**src/rtl/chunked_add_seq.sv**
```systemverilog
// Sequential adder: sums two WIDTH-bit operands CHUNK bits per cycle through one
// shared CHUNK-bit adder, with a valid/ready handshake on each side.
module chunked_add_seq #(
  parameter int WIDTH = 16,
  parameter int CHUNK = 4
) (
  input  logic             clk,
  input  logic             rst_n,
  input  logic             in_valid,
  output logic             in_ready,
  input  logic [WIDTH-1:0] a,
  input  logic [WIDTH-1:0] b,
  output logic             out_valid,
  input  logic             out_ready,
  output logic [WIDTH:0]   sum,
  output logic             busy
);

  localparam int N     = WIDTH / CHUNK;
  localparam int IDX_W = (N > 1) ? $clog2(N) : 1;
  localparam logic [IDX_W-1:0] LAST_IDX = IDX_W'(N - 1);

  typedef enum logic [1:0] {
    IDLE,
    RUN,
    DONE
  } state_t;

  state_t           state_q, state_d;
  logic [WIDTH-1:0] a_q, b_q;
  logic             carry_q;
  logic [IDX_W-1:0] idx_q;
  logic [WIDTH:0]   sum_q;

  logic [CHUNK-1:0] a_chunk, b_chunk;
  logic [CHUNK:0]   chunk_res;
  logic             last_step;

  // The single shared chunk adder; idx selects which slice of the operands it sees.
  always_comb begin
    a_chunk   = CHUNK'(a_q >> (idx_q * CHUNK));
    b_chunk   = CHUNK'(b_q >> (idx_q * CHUNK));
    chunk_res = {1'b0, a_chunk} + {1'b0, b_chunk} + {{CHUNK{1'b0}}, carry_q};
  end

  assign last_step = (idx_q == LAST_IDX);

  // NOTE: state and data registers use non-blocking assignments so every flop
  // samples the pre-edge values, independent of statement order.
  always_ff @(posedge clk or negedge rst_n) begin
    if (!rst_n) state_q <= IDLE;
    else        state_q <= state_d;
  end

  // NOTE: state_d gets its hold value first so no path through the case can
  // leave it unassigned and infer a latch.
  always_comb begin
    state_d = state_q;
    unique case (state_q)
      IDLE:    if (in_valid)  state_d = RUN;
      RUN:     if (last_step) state_d = DONE;
      DONE:    if (out_ready) state_d = IDLE;
      default: state_d = IDLE;
    endcase
  end

  // Handshake and status come straight from the state register.
  assign in_ready  = (state_q == IDLE);
  assign out_valid = (state_q == DONE);
  assign busy      = (state_q != IDLE);
  assign sum       = sum_q;

  // NOTE: every datapath register is cleared by reset (there is no memory array
  // here), so an aborted operation leaves nothing visible behind.
  always_ff @(posedge clk or negedge rst_n) begin
    if (!rst_n) begin
      a_q     <= '0;
      b_q     <= '0;
      carry_q <= 1'b0;
      idx_q   <= '0;
      sum_q   <= '0;
    end else begin
      unique case (state_q)
        IDLE: begin
          if (in_valid) begin
            a_q     <= a;
            b_q     <= b;
            carry_q <= 1'b0;
            idx_q   <= '0;
            sum_q   <= '0;
          end
        end
        RUN: begin
          carry_q <= chunk_res[CHUNK];
          idx_q   <= last_step ? '0 : idx_q + IDX_W'(1);
          for (int i = 0; i < N; i++) begin
            if (idx_q == IDX_W'(i)) sum_q[i*CHUNK +: CHUNK] <= chunk_res[CHUNK-1:0];
          end
          if (last_step) sum_q[WIDTH] <= chunk_res[CHUNK];
        end
        default: ;
      endcase
    end
  end

endmodule

```
**config.mk**
```make
export PLATFORM = sky130hd
export DESIGN_NAME = chunked_add_seq
export DESIGN_NICKNAME = d
export VERILOG_FILES = /design/src/rtl/chunked_add_seq.sv
export SDC_FILE = /design/constraint.sdc
export NUM_CORES = 1
export LEC_CHECK = 0
export ABC_AREA = 0
export BUFFER_PORTS_ARGS = -buffer_cell sky130_fd_sc_hd__buf_4
export CORE_MARGIN = 1.5
export CORE_UTILIZATION = 40
export CTS_BUF_LIST = sky130_fd_sc_hd__clkbuf_4 sky130_fd_sc_hd__clkbuf_8 sky130_fd_sc_hd__clkbuf_16
export CTS_CLUSTER_DIAMETER = 60
export DETAILED_ROUTE_END_ITERATION = 10
export GPL_TIMING_DRIVEN = 0
export REMOVE_ABC_BUFFERS = 1
export SLEW_MARGIN = 10
export SYNTH_ARGS = -nofsm -noshare
export SYNTH_HDL_FRONTEND = slang
export SYNTH_SLANG_ARGS = --single-unit
```
**constraint.sdc**
```tcl
create_clock -name clk -period 3.05 [get_ports clk]
set_clock_uncertainty 0.05 [all_clocks]
set_input_delay 0.305 -clock clk [delete_from_list [all_inputs] [get_ports clk]]
set_output_delay 0.305 -clock clk [all_outputs]
set_load 0.02 [all_outputs]
```
After elaboration in Yosys (flattened, before gate mapping). Cells that the tools add are included.

Bits in registers: 54. Latch bits: 0. RAM bits: 0. Bits in read-only memories: 0. Input port bits: 36. Output and inout port bits: 20. Logic and storage cells: 52. Memories: 0.

Add/subtract/negate cells: 3. $mul: 0. Div/mod/pow operators: 0. $lt $le $gt $ge: 0. Eq/ne operators: 11. Shifts and indexed selects: 2. Mux-type cells: 16. Bitwise operators: 0. Reductions and logical operators: 11.

Operator list (number): $pmux 17 s2 (1); $shr 16x4->4 (2); $mux 17 (1); $mux 4 (4); $reduce_and 3->1 (5); $mux 2 (5); $ne 2x2->1 const B (5); $eq 2x2->1 const B (3); $pmux 2 s3 (1); $add 4x4->5 (1); $add 5x1->5 (1); $eq 2x1->1 const B (2); $logic_not 2->1 (2); $pmux 2 s2 (1); $reduce_and 2->1 (2); $reduce_bool 2->1 (2); $add 2x1->2 const B (1); $mux 1 (2); $ne 2x1->1 const B (1); $pmux 1 s2 (1).

Longest topological paths before layout.
Word-level depth: 5. Depth in mapped cells: 7. Mapped depth without buffers: 6.

Worst setup path before layout. Ideal clock, no wire load.

Path kind: register -> register. Start point: register idx_q[0]. End point: register carry_q. Setup time: 126 ps. Arrival: 2450 ps. Data required time: 2874 ps. Path slack: 424 ps. Cell stages (with the launch flop): 8. Path buffers: 1. Period minus slack after synthesis: 2626 ps. Cells stage by stage: dfrtp_1 -> buf_2 -> mux4_2 -> fa_1 -> fa_1 -> a21o_2 -> a21oi_1 -> o21ai_0.

Cells in the longest elaborated chain, start to end: 4. Elaborated cells between the ends (all ways): 5. Those cells by class: add/sub: 2; shift: 2; mux: 1.

Ends and longest elaborated chain: start: declaration (RTL line 32) `logic [IDX_W-1:0] idx_q;`; start signal: assignment (RTL line 95) `idx_q <= last_step ? '0 : idx_q + IDX_W'(1);`; $shr 16x4->4, on equally long branches (RTL line 41, 42); $add 4x4->5 * (RTL line 43) `chunk_res = {1'b0, a_chunk} + {1'b0, b_chunk} + {{CHUNK{1'b0}}, carry_q};`; $add 5x1->5 * (RTL line 43); $pmux 1 s2 * (RTL line 83) `unique case (state_q)`; end signal: assignment (RTL line 94) `carry_q <= chunk_res[CHUNK];`; end: declaration (RTL line 31) `logic carry_q;`.

Every way passes the cells marked *; elsewhere a longest branch is shown, timed or not. A chain may end at the register's enable or synchronous reset.

Worst setup path after layout.
Start point: register idx_q[0]. End point: register sum_q[14] (netlist: sum[14]).

Cells in the longest elaborated chain, start to end: 5. Elaborated cells between the ends (all ways): 9. Those cells by class: add/sub: 2; eq/ne: 2; shift: 2; mux: 2; reduce/logical: 1.

Ends and longest elaborated chain: $shr 16x4->4, on equally long branches (RTL line 41, 42); $add 4x4->5 (RTL line 43); $add 5x1->5 (RTL line 43); $mux 4 (RTL line 97) `if (idx_q == IDX_W'(i)) sum_q[i*CHUNK +: CHUNK] <= chunk_res[CHUNK-1:0];`; $pmux 17 s2 (RTL line 83); end signal: indexed assignment (RTL line 97); end signal: indexed assignment (RTL line 99) `if (last_step) sum_q[WIDTH] <= chunk_res[CHUNK];`; end: declaration (RTL line 33) `logic [WIDTH:0] sum_q;`.

Several ways; a longest one is shown, not always the timed one. The select of a mux whose other input is x is not followed.

==> results.md <==
- CTS sink cnt: 54
- CTS tree: built
- Most instantiated cells after synthesis: 54 x dfrtp_1, 29 x mux2_1, 9 x a22o_1
- Core area: 0.00596 mm²
- Layout Area Growth over Synthesis: 22.9%
- CP peak stage delay: 0.62 ns
- Slew headroom: 0.550
- Crit-path cells: mux4_2, fa_1, fa_1, xnor2_1, o2bb2ai_1
- Initial Util: 0.415
- Switching share of power: 0.384
- Antenna-violating nets left: 0
- Register area share after synthesis: 0.546
- Starting DRC count in detailed routing: 73
- Maxcap violations: 0
- Async set or reset register ratio after synthesis: 1.00
- Fin. max-slew vios: 0
- Worst reg2reg path startpoint: idx_q[0]
- Arrival @ worst endpoint: 2.92 ns
- Via density: 5.20
- TritonCTS Buffers: 5
- Hold Crit Class: input pin to async pin
- Final HPWL DP: 3.71 mm
- Buffers on Ports: 55
- Final Util: 0.511
- Top cells by area, synth: dfrtp_1 55%, mux2_1 13%, mux4_2 7.3%
- Worst EP required: 3.17 ns
- Kind of critical path: register to register
- Worst path slowest cell: dfrtp_2
- Net Switching: 1.38 mW
- PwrDens: 1180 mW/mm²
- Max Freq: 357 MHz
- Vias in the first global route: 1,725
- Maximum vdd drop: 506 µV
- CTS root buf: clkbuf_8
- Global-route wire length before repair: 8.18 mm
- Die H: 81.6 µm
- CTS Buffer Depth: 2
- Die width: 81.6 µm
- Comb power frac: 0.526
- Clock latency on the worst-skew pair: 0.30 ns
- Crit path launch type: register
- Hold Slack: -0.0237 ns
- Grt ovf: 0
- Site row count: 28
- Violated checks: hold timing
- Crit. End Element: register
- Least-Margin Pin Slew: 0.673 ns
- Hold Fails Final Rpt: 26
- Crit path top cell by count: fa_1
- Design Power: 3.60 mW
- Int Power: 2.22 mW
- Die Footprint: 0.00667 mm²
- Critical R2R Capture: sum[14]
- Outcome: complete, but fails checks
- Lkg Pwr: 1.42 nW
- Post-synth EDFFs: 0
- Drt drc: 0
- R2R Setup Slk: 0.25 ns
- Clk pwr share: 0.107
- Unrepaired setup endpoints after global routing: no
- Max H-tree Level: 2
- Post-synth top area cell: dfrtp_1
- Syn Area/Cell: 14.8 µm²
- Clock Pin Slew Worst Setup and Hold Paths: 0.09 ns
- Avg WL per Cell: 15.9 µm
- Synth Register Bits: 54
- Fin crit period: 2.80 ns
- Largest net degree at the start of global routing: 55
- Fill cell count: 515
- Yosys warning total: 0
- Sequential share of power: 0.367
- Share of cells above drive strength 1: 0.371
- Synth top area share: 0.546
- Fin nets: 269
- Final-report setup violation count: 0
- GPL Wtd Cong: 0.786
- Most frequent cell after synthesis: dfrtp_1
- GRT Total Usage: 0.166
- Multi-input gate area: 0.00105 mm²
- DRT Pass-1 Iters: 4
- Mapped Cells: 167
- Antenna violations before repair: 0
- Netlist Area Pre-Place: 0.00247 mm²
- Antenna Cells: 0
- Via Count: 1,556
- CP Max Fanout: 13
- Reg2reg path depth: 5
- Primary FF master, synth: dfrtp_1
- DRT Wirelength: 4.76 mm
- Seq. cell area: 0.00135 mm²
- Unique masters post-synth: 33
- I/O Pins: 56
- Dpl ws: -0.00579 ns
- Setup_tns: 0 ns
- Period utilization: 0.918
- Final setup margin: 0.251 ns
-- layer usage --
metal / GRT usage / wire, µm
met2: 0.288 / 2480
met4: 0.0559 / 52
met1: 0.203 / 2000
met3: 0.0389 / 223
met5: 0 / 0
-- worst max-delay path by stage --
stage                    start       to  slack [ns]
floorplan           state_q[0]   sum[3]       -1.10
global placement    state_q[0]   sum[7]       -2.47
detailed placement    idx_q[0]  sum[14]      -0.006
CTS                   idx_q[0]  sum[14]        0.23
global route          idx_q[0]  sum[16]        0.14
finish                idx_q[0]  sum[14]        0.25
-- kinds of logic after synthesis --
family | share of synthesized area
AND/OR/NAND/NOR | 0.0572
flip-flops | 0.546
XOR/XNOR | 0.00354
buffers and inverters | 0.0319
multiplexers | 0.223
AO/OA/AOI/OAI | 0.0870
adder cells (fa/ha/maj) | 0.0516
-- flip-flops by register name, indices dropped and copies added (netlist names) --
signal   cells
a_q         16
b_q         16
carry_q      1
idx_q        2
state_q      2
sum         17
-- worst max-delay path, delay by kind of cell (launching register included) --
family | cells | cell delay, ns
adders and majority gates | 2 | 0.87
DFF | 1 | 0.62
muxes | 1 | 0.58
xor gates and xnor gates | 1 | 0.41
AOI/OAI and AO/OA | 1 | 0.14
-- what timing repair did --
action                                  4_1_cts  5_1_grt
buffers inserted                              0        0
gates resized for setup                       1        0
endpoints found under the hold margin         0        0
endpoints found under the setup margin        1        0
hold buffers                                  0        0
-- power by group through the flow --
stage / Clock, mW / Combinational [mW] / Sequential [mW]
after floorplan: 0 / 1.29 / 1.35
after global placement: 0 / 1.85 / 1.32
after detailed placement: 0 / 1.92 / 1.35
after CTS: 0.403 / 1.92 / 1.33
after global routing: 0.440 / 2.08 / 1.38
final: 0.385 / 1.89 / 1.32
-- cell usage in the layout, fill, tap and decap left out, types with 3 or more instances in the layout --
master / count
a22o_1: 9
and3b_1: 4
mux4_2: 8
buf_4: 56
inv_1: 5
ha_1: 7
mux2_2: 3
clkbuf_8: 5
o2bb2ai_1: 5
nor2_1: 4
nand2_1: 6
dfrtp_1: 53
mux2_1: 29
a32o_1: 3
-- area by class of cell --
class / count / share of cell area
flip-flops and latches: 54 / 0.445
multi-input cells: 100 / 0.345
repair buffers: 58 / 0.146
well taps: 75 / 0.0309
clock buffers: 7 / 0.0276
inverters: 5 / 0.00617
-- stage by stage --
stage,cells,area (µm²)
6_report,299,3040
5_1_grt,299,3040
4_1_cts,299,3040
3_5_place_dp,292,2960
3_3_place_gp,289,2920
2_1_floorplan,159,2410
No activity file was read; power rests on OpenSTA's default activity.
